--- src/rtl/node_if_pkg.sv ---
// Shared widths, offer-state encoding and counter helpers for the node port.
package node_if_pkg;

    localparam int PKT_FROM_NODE_W = 29;
    localparam int PKT_TO_NODE_W   = 24;
    localparam int CNT_W           = 8;

    typedef enum logic [1:0] {
        IDLE  = 2'd0,
        OFFER = 2'd1,
        GAP   = 2'd2
    } offer_state_e;

    // Increment that sticks at all-ones instead of wrapping.
    function automatic logic [CNT_W-1:0] sat_inc(input logic [CNT_W-1:0] value);
        logic [CNT_W-1:0] result;
        if (value == {CNT_W{1'b1}}) begin
            result = value;
        end else begin
            result = value + {{(CNT_W-1){1'b0}}, 1'b1};
        end
        return result;
    endfunction

endpackage

--- src/rtl/node_port_sync_fifo.sv ---
// Single-clock FIFO with first-word fall-through head and registered flags.
// Pushes into a full FIFO and pops from an empty FIFO are ignored; fullness
// and emptiness are judged on the state before the current edge.
module sync_fifo #(
    parameter int WIDTH = 8,
    parameter int DEPTH = 4
) (
    input  logic             clk,
    input  logic             rst_n,
    input  logic             push,
    input  logic [WIDTH-1:0] din,
    input  logic             pop,
    output logic             full,
    output logic             empty,
    output logic [WIDTH-1:0] head
);

    localparam int AW = $clog2(DEPTH);

    logic [WIDTH-1:0] mem_r [DEPTH];
    logic [AW-1:0]    wr_ptr_r;
    logic [AW-1:0]    rd_ptr_r;
    logic [AW:0]      count_r;
    logic             full_r;
    logic             empty_r;

    logic             do_push_s;
    logic             do_pop_s;
    logic [AW:0]      count_nxt_s;

    assign do_push_s   = push && !full_r;
    assign do_pop_s    = pop && !empty_r;
    assign count_nxt_s = count_r + (AW+1)'(do_push_s) - (AW+1)'(do_pop_s);

    assign full  = full_r;
    assign empty = empty_r;
    assign head  = mem_r[rd_ptr_r];

    // Storage array; cleared on reset so the head reads zero out of reset.
    always_ff @(posedge clk or negedge rst_n) begin
        if (!rst_n) begin
            for (int i = 0; i < DEPTH; i++) begin
                mem_r[i] <= '0;
            end
        end else if (do_push_s) begin
            mem_r[wr_ptr_r] <= din;
        end
    end

    // Pointers, occupancy (one extra bit) and the registered full/empty flags.
    always_ff @(posedge clk or negedge rst_n) begin
        if (!rst_n) begin
            wr_ptr_r <= '0;
            rd_ptr_r <= '0;
            count_r  <= '0;
            full_r   <= 1'b0;
            empty_r  <= 1'b1;
        end else begin
            if (do_push_s) begin
                wr_ptr_r <= wr_ptr_r + AW'(1'b1);
            end
            if (do_pop_s) begin
                rd_ptr_r <= rd_ptr_r + AW'(1'b1);
            end
            count_r <= count_nxt_s;
            full_r  <= (count_nxt_s == (AW+1)'(DEPTH));
            empty_r <= (count_nxt_s == (AW+1)'(1'b0));
        end
    end

endmodule

--- src/rtl/node_port.sv ---
// Node-side endpoint of the router core: outbound FIFO feeding a
// three-state offer machine, inbound FIFO for deliveries, and saturating
// traffic/drop counters.
module node_port
    import node_if_pkg::*;
#(
    parameter int TX_DEPTH = 4,
    parameter int RX_DEPTH = 4
) (
    input  logic                       Clk_R,
    input  logic                       Rst_n,
    input  logic                       Host_Wr_En,
    input  logic [PKT_FROM_NODE_W-1:0] Host_Wr_Data,
    output logic                       Host_Full,
    input  logic                       Host_Rd_En,
    output logic [PKT_TO_NODE_W-1:0]   Host_Rd_Data,
    output logic                       Host_Empty,
    output logic [PKT_FROM_NODE_W-1:0] Packet_From_Node,
    output logic                       Packet_From_Node_Valid,
    input  logic                       Core_Load_Ack,
    input  logic [PKT_TO_NODE_W-1:0]   Packet_To_Node,
    input  logic                       Packet_To_Node_Valid,
    output logic [CNT_W-1:0]           Tx_Count,
    output logic [CNT_W-1:0]           Rx_Count,
    output logic [CNT_W-1:0]           Drop_Count
);

    offer_state_e               state_r;
    logic                       valid_r;
    logic [PKT_FROM_NODE_W-1:0] pkt_r;
    logic [CNT_W-1:0]           tx_cnt_r;
    logic [CNT_W-1:0]           rx_cnt_r;
    logic [CNT_W-1:0]           drop_cnt_r;

    logic                       tx_empty_s;
    logic                       tx_pop_s;
    logic [PKT_FROM_NODE_W-1:0] tx_head_s;
    logic                       rx_full_s;
    logic                       tx_ack_s;
    logic                       rx_accept_s;
    logic                       rx_drop_s;

    // The offer machine takes the head only while idle; the head then lives
    // in pkt_r, freeing its FIFO slot for the host.
    assign tx_pop_s    = (state_r == IDLE) && !tx_empty_s;
    assign tx_ack_s    = (state_r == OFFER) && Core_Load_Ack;
    assign rx_accept_s = Packet_To_Node_Valid && !rx_full_s;
    assign rx_drop_s   = Packet_To_Node_Valid && rx_full_s;

    sync_fifo #(
        .WIDTH (PKT_FROM_NODE_W),
        .DEPTH (TX_DEPTH)
    ) u_tx_fifo (
        .clk   (Clk_R),
        .rst_n (Rst_n),
        .push  (Host_Wr_En),
        .din   (Host_Wr_Data),
        .pop   (tx_pop_s),
        .full  (Host_Full),
        .empty (tx_empty_s),
        .head  (tx_head_s)
    );

    sync_fifo #(
        .WIDTH (PKT_TO_NODE_W),
        .DEPTH (RX_DEPTH)
    ) u_rx_fifo (
        .clk   (Clk_R),
        .rst_n (Rst_n),
        .push  (Packet_To_Node_Valid),
        .din   (Packet_To_Node),
        .pop   (Host_Rd_En),
        .full  (rx_full_s),
        .empty (Host_Empty),
        .head  (Host_Rd_Data)
    );

    // Offer FSM: load head, hold until acked, then force one idle gap cycle.
    always_ff @(posedge Clk_R or negedge Rst_n) begin
        if (!Rst_n) begin
            state_r <= IDLE;
            valid_r <= 1'b0;
            pkt_r   <= '0;
        end else begin
            case (state_r)
                IDLE: begin
                    if (!tx_empty_s) begin
                        pkt_r   <= tx_head_s;
                        valid_r <= 1'b1;
                        state_r <= OFFER;
                    end
                end
                OFFER: begin
                    if (Core_Load_Ack) begin
                        valid_r <= 1'b0;
                        state_r <= GAP;
                    end
                end
                GAP: begin
                    valid_r <= 1'b0;
                    state_r <= IDLE;
                end
                default: begin
                    valid_r <= 1'b0;
                    state_r <= IDLE;
                end
            endcase
        end
    end

    // Saturating traffic and drop counters.
    always_ff @(posedge Clk_R or negedge Rst_n) begin
        if (!Rst_n) begin
            tx_cnt_r   <= '0;
            rx_cnt_r   <= '0;
            drop_cnt_r <= '0;
        end else begin
            if (tx_ack_s) begin
                tx_cnt_r <= sat_inc(tx_cnt_r);
            end
            if (rx_accept_s) begin
                rx_cnt_r <= sat_inc(rx_cnt_r);
            end
            if (rx_drop_s) begin
                drop_cnt_r <= sat_inc(drop_cnt_r);
            end
        end
    end

    assign Packet_From_Node       = pkt_r;
    assign Packet_From_Node_Valid = valid_r;
    assign Tx_Count               = tx_cnt_r;
    assign Rx_Count               = rx_cnt_r;
    assign Drop_Count             = drop_cnt_r;

endmodule
--- config.mk ---
export PLATFORM = sky130hd
export DESIGN_NAME = node_port
export DESIGN_NICKNAME = d
export VERILOG_FILES = /design/src/rtl/node_if_pkg.sv /design/src/rtl/node_port_sync_fifo.sv /design/src/rtl/node_port.sv
export SDC_FILE = /design/constraint.sdc
export NUM_CORES = 1
export LEC_CHECK = 0
export CORE_UTILIZATION = 45
export DETAILED_ROUTE_END_ITERATION = 10
export PLACE_DENSITY = 0.77
export SLEW_MARGIN = 20
export SYNTH_ARGS = -nofsm -noshare
export SYNTH_HDL_FRONTEND = slang
export SYNTH_HIERARCHICAL = 1
export SYNTH_SLANG_ARGS = --single-unit
--- constraint.sdc ---
create_clock -name Clk_R -period 2.41 [get_ports Clk_R]
set_input_delay 0.482 -clock Clk_R [delete_from_list [all_inputs] [get_ports Clk_R]]
set_output_delay 0.482 -clock Clk_R [all_outputs]
set_load 0.1 [all_outputs]
## Word level (Yosys, flattened, before mapping)

Cells that the tools add are included.

- Add/sub/neg operators: 11
- Equality and inequality tests: 8
- Reduce and logical (&&, ||, !) cells: 21
- Muxes and demuxes: 18
- Bitwise operators: 8
- Order comparisons: 6

Operators with widths:

| kind | number |
|---|---|
| $bwmux W116 | 1 |
| $bwmux W96 | 1 |
| $mux W29 | 3 |
| $mux W24 | 3 |
| $bmux W29 S2 | 1 |
| $demux W29 S2 | 1 |
| $bmux W24 S2 | 1 |
| $demux W24 S2 | 1 |
| $add A8 B1 Y8 const B | 3 |
| $eq A8 B8 Y1 const B | 3 |
| $ge A3 B3 Y1 const B | 4 |
| $not A2 Y3 | 4 |
| $reduce_and A2 Y1 | 5 |
| $logic_and A1 B1 Y1 | 9 |
| $add A2 B1 Y2 const B | 4 |
| $add A3 B1 Y3 | 2 |
| $eq A3 B3 Y1 const B | 2 |
| $logic_not A3 Y1 | 2 |
| $lt A3 B1 Y1 const B | 2 |
| $sub A3 B1 Y3 | 2 |
| $logic_not A1 Y1 | 4 |
| $mux W2 | 2 |
| $ne A2 B2 Y1 const B | 2 |
| $not A1 Y1 | 4 |
| 5 further kinds | 6 |

- Output and inout bits: 80
- Bits in registers: 286
- Input port bits: 59
- Word-level logic and storage cells: 96

## Logic depth before layout (Yosys ltp)

- Depth after elaboration: 6
- Gate-level depth with buffers: 10
- Gate-level depth less buffers: 9

## Hierarchy

The synthesis kept the hierarchy.

By module, submodules not included:

| module | times used | area an instance (um^2) | cells each | seq. area each (um^2) |
|---|---|---|---|---|
| sync_fifo (u_tx_fifo) | 1 | 5621.6 | 314 | 3129.3 |
| sync_fifo (u_rx_fifo) | 1 | 5021.1 | 266 | 2628.8 |
| node_port | 1 | 2371.0 | 188 | 1401.3 |

## Worst setup path before layout

No wires, ideal clock.

- Path type: register -> register
- Start point: register u_tx_fifo.full_r (netlist: u_tx_fifo/full)
- End point: register u_tx_fifo.full_r (netlist: u_tx_fifo/full)
- Setup time: 0.088 ns
- Period minus slack after synthesis: 2.464 ns
- Data arrival time: 2.376 ns
- Path buffers: 0
- Stages on the path, launching flop included: 9
- Data required time: 2.322 ns
- Path slack: -0.054 ns
- Cell sequence: dfrtp_1 > nand2b_1 > ha_1 > inv_1 > ha_1 > inv_1 > fa_1 > xor3_1 > nor3b_1

- Longest elaborated chain between the ends: 5

Ends and longest elaborated chain:

| element | RTL line | RTL |
|---|---|---|
| start: declaration | node_port_sync_fifo.sv:24 | `logic full_r;` |
| start signal: assignment | node_port_sync_fifo.sv:66 | `full_r <= (count_nxt_s == (AW+1)'(DEPTH));` |
| $logic_not A1 Y1 | node_port_sync_fifo.sv:31 | `assign do_push_s = push && !full_r;` |
| $logic_and A1 B1 Y1 | node_port_sync_fifo.sv:31 |  |
| $add A3 B1 Y3 | node_port_sync_fifo.sv:33 | `assign count_nxt_s = count_r + (AW+1)'(do_push_s) - (AW+1)'(do_pop_s);` |
| $sub A3 B1 Y3 | node_port_sync_fifo.sv:33 |  |
| net u_tx_fifo.count_nxt_s[2] | node_port_sync_fifo.sv:29 | `logic [AW:0] count_nxt_s;` |
| $eq A3 B3 Y1 | node_port_sync_fifo.sv:66 |  |

The timed path passes the listed nets, and every way through them passes these cells.
A chain may end at the register's enable or synchronous reset.

## Worst setup path after layout

- Start point: register u_rx_fifo.rd_ptr_r[0]
- End point: output Host_Rd_Data[16]

- Longest elaborated chain between the ends: 4

Ends and longest elaborated chain:

| element | RTL line | RTL |
|---|---|---|
| start: declaration | node_port_sync_fifo.sv:22 | `logic [AW-1:0] rd_ptr_r;` |
| start signal: assignment | node_port_sync_fifo.sv:63 | `rd_ptr_r <= rd_ptr_r + AW'(1'b1);` |
| $not A2 Y3 (not written as such) | node_port_sync_fifo.sv:37 | `assign head = mem_r[rd_ptr_r];` |
| $bmux W24 S2 | node_port_sync_fifo.sv:37 |  |
| $mux W24 (not written as such) (2 in series) | node_port_sync_fifo.sv:37 |  |
| end: declaration | node_port.sv:16 | `output logic [PKT_TO_NODE_W-1:0] Host_Rd_Data,` |

No other way between the ends. The select of a mux whose other input is x is not followed.

==> impl_results.md <==
- Clk_skew: 0.0181 ns
- Post-DRT Antenna Nets: 0
- Failing checks: setup timing
- Register bit count reported by yosys: 286
- CP max-delay cell: mux4_2
- CP max FO: 6
- Chip Width: 172 um
- Final Wtd Congestion: 0.731
- Fin cells: 1343
- Fin util: 0.578
- R2R Setup Slk: 0.20 ns
- Synthesized area: 13000 um^2
- Input/output buffers: 138
- Initial core utilization: 0.463
- Critical path class: flop to output pin
- Max_slew headroom: 0.636
- Via count: 7095
- Cell accounting for the most synthesized area: dfrtp_1
- Worst-Margin Slew: 0.546 ns
- Setup Viol. Count Final: 11
- Synth async-reset ratio: 1.00
- Most frequent cell after synthesis: dfrtp_1
- Dpl ws: -0.193 ns
- Fillers: 2171
- Clock transition at path regs: 0.06 ns
- Critical Path AT: 1.97 ns
- Initial antenna violation count: 0
- Tmin final: 2.45 ns
- HPWL Detailed: 16200 um
- Pins Over Slew Limit: 0
- Syn Nets: 844
- # IOs: 139
- Period utilization: 1.02
- DRT iter0 DRCs: 290
- Total GRT Usage: 0.180
- RSZ-0062 raised after global routing: true
- Vias in the first global route: 7782
- Startpoint Class: flop
- Maximum buffer depth of the clock tree: 3
- HP Class: flop to flop
- Residual DRC: 0
- Register area share after synthesis: 0.550
- Crit-path leading delay family: multiplexers
- Die ar.: 29600 um^2
- Crit-path most repeated cell: buf_12
- Ys Warns: 6
- Row count: 61
- Htree depth: 1
- WL/cell: 19.1 um
- Worst flop-to-flop path endpoint: u_tx_fifo/full$_DFF_PN0_
- Setup ws final: -0.0379 ns
- TritonCTS Buffers: 31
- Worst Hold Depth: 1
- Core footprint: 28100 um^2
- Share of cells above drive strength 1: 0.497
- Worst R2R Path Depth: 9
- Synth Area per Inst: 16.9 um^2
- Via-per-instance ratio: 5.28
- Predominant post-synthesis flop cell: dfrtp_1
- Worst Path Required: 1.93 ns
- Status: complete, but fails checks
- Post-synth top cells: dfrtp_1, mux2_2, mux2_4, mux4_2
- Drt pass-1 iters: 4
- Synth top area share: 0.546
- Largest net degree at the start of global routing: 69
- # Max-Cap Violations: 0
- GRT overflow: 0
- Maximum clock rate: 409 MHz
- Area delta synth->final: 24.9%
- Buf/Inv on CP: 3
- Post-synth EDFFs: 0
- Placed insts: 1279
- Hold endpoint: Packet_From_Node_Valid$_DFFE_PN0P_
- TNS Setup: -0.320 ns
- Max incr delay on CP: 0.54 ns
- Diode count: 0
- Top cells by area, synth: dfrtp_1, mux2_4, mux2_2
- Post-Synthesis Cells: 768
- RR Startpoint: u_tx_fifo/empty$_DFF_PN1_
- CP endpoint kind: output pin
- CTS root buf: clkbuf_16
- Crit-path cells: buf_12 -> buf_16 -> mux4_2 -> buf_12
- Worst hold path startpoint: state_r[1]$_DFFE_PN0P_
- Clock sink total: 286
- Wirelength, routed: 25700 um
- Clock Latency Late Sink: 0.55 ns
- Synth unique cells: 41
- First-pass GRT wire length: 41900 um
- Final Hold Viols: 0
- Final net count: 1016
- CTS tree: yes
- Die H: 172 um
metrics by stage:
step	cell area (um^2)	hold WS (ns)
finish	16200	0.491
CTS	16300	0.487
detailed placement	15000	0.483
global placement	15000	0.476
floorplan	13000	0.186
global route	16200	0.508
how the worst max path moves through the flow:
stage,start,slack [ns],depth (start not counted),endpoint
floorplan,state_r[0]$_DFFE_PN0P_,0.03,10,u_tx_fifo/full$_DFF_PN0_
global placement,Host_Rd_En,-0.15,9,u_rx_fifo/full$_DFF_PN0_
detailed placement,Host_Rd_En,-0.19,9,u_rx_fifo/full$_DFF_PN0_
CTS,u_rx_fifo/rd_ptr_r[0]$_DFFE_PN0P_,-0.07,4,Host_Rd_Data[14]
global route,u_rx_fifo/rd_ptr_r[0]$_DFFE_PN0P_,-0.10,4,Host_Rd_Data[20]
finish,u_rx_fifo/rd_ptr_r[0]$_DFFE_PN0P_,-0.04,4,Host_Rd_Data[16]
layout by cell type (no fill, tap or decap), types with 4 or more instances in the layout:
| cell type | count |
|---|---|
| nand3b_1 | 7 |
| mux2_4 | 120 |
| clkinv_2 | 4 |
| nor2_1 | 13 |
| dfrtp_1 | 281 |
| mux2_2 | 128 |
| inv_1 | 17 |
| xor2_1 | 7 |
| nand2b_1 | 6 |
| nor3_1 | 5 |
| nand4_1 | 8 |
| a21oi_1 | 8 |
| xnor2_1 | 8 |
| nand3b_4 | 4 |
| mux4_2 | 53 |
| mux2_1 | 4 |
| clkbuf_8 | 7 |
| buf_4 | 76 |
| ha_1 | 15 |
| buf_12 | 36 |
| nand2_1 | 9 |
| bufinv_16 | 6 |
| clkdlybuf4s50_1 | 57 |
| nand3_1 | 9 |
| clkbuf_1 | 7 |
| clkbuf_16 | 31 |
kinds of logic after synthesis:
group	synth area share
mux	0.346
flops	0.550
simple gates	0.0358
buf+inv	0.0298
xor+xnor	0.0137
fa+ha+maj	0.0175
compound gates	0.00721
worst reg2reg max path, stage by stage (launching register included):
cell,delay (ns)
dfstp_2,0.60
nor3_2,0.07
nor2b_4,0.14
ha_1,0.29
inv_1,0.06
ha_1,0.13
inv_1,0.04
fa_1,0.36
xor3_1,0.24
nor3b_1,0.18
layer usage:
layer / routed length [um] / vias up / global-route usage
li1: - / 3152 / -
met1: 11800 / 3795 / 0.249
met2: 12500 / 110 / 0.297
met3: 803 / 38 / 0.0270
met4: 557 / 0 / 0.0500
met5: 0 / - / 0
area by class of cell:
class | count | area (um^2) | area share
Sequential cell | 286 | 7160 | 0.441
Multi-Input combinational cell | 429 | 5460 | 0.336
Timing Repair Buffer | 175 | 1960 | 0.121
Clock buffer | 45 | 898 | 0.0553
Tap cell | 378 | 473 | 0.0291
Clock inverter | 13 | 225 | 0.0139
Inverter | 17 | 63.8 | 0.00393
what timing repair did:
| action | in CTS | in global routing |
|---|---|---|
| hold buffers | 1 | 0 |
| gates cloned | 3 | 0 |
| pin swaps | 0 | 1 |
| endpoints found under the hold margin | 59 | 0 |
| setup buffers | 4 | 0 |
| setup endpoints to repair | 24 | 25 |
| resized for setup | 9 | 4 |
flip-flops by register name, indices dropped and copies added, names as in the netlist, 2 cells and up:
signal / cells
state_r: 2
Drop_Count: 8
u_rx_fifo/rd_ptr_r: 2
Rx_Count: 8
u_rx_fifo/mem_r: 96
u_tx_fifo/rd_ptr_r: 2
u_tx_fifo/wr_ptr_r: 2
u_rx_fifo/count_r: 3
u_rx_fifo/wr_ptr_r: 2
u_tx_fifo/count_r: 3
Packet_From_Node: 29
u_tx_fifo/mem_r: 116
Tx_Count: 8
Power is not shown: default switching activity piles up to over one toggle a cycle in this logic, so the estimate is an artifact.
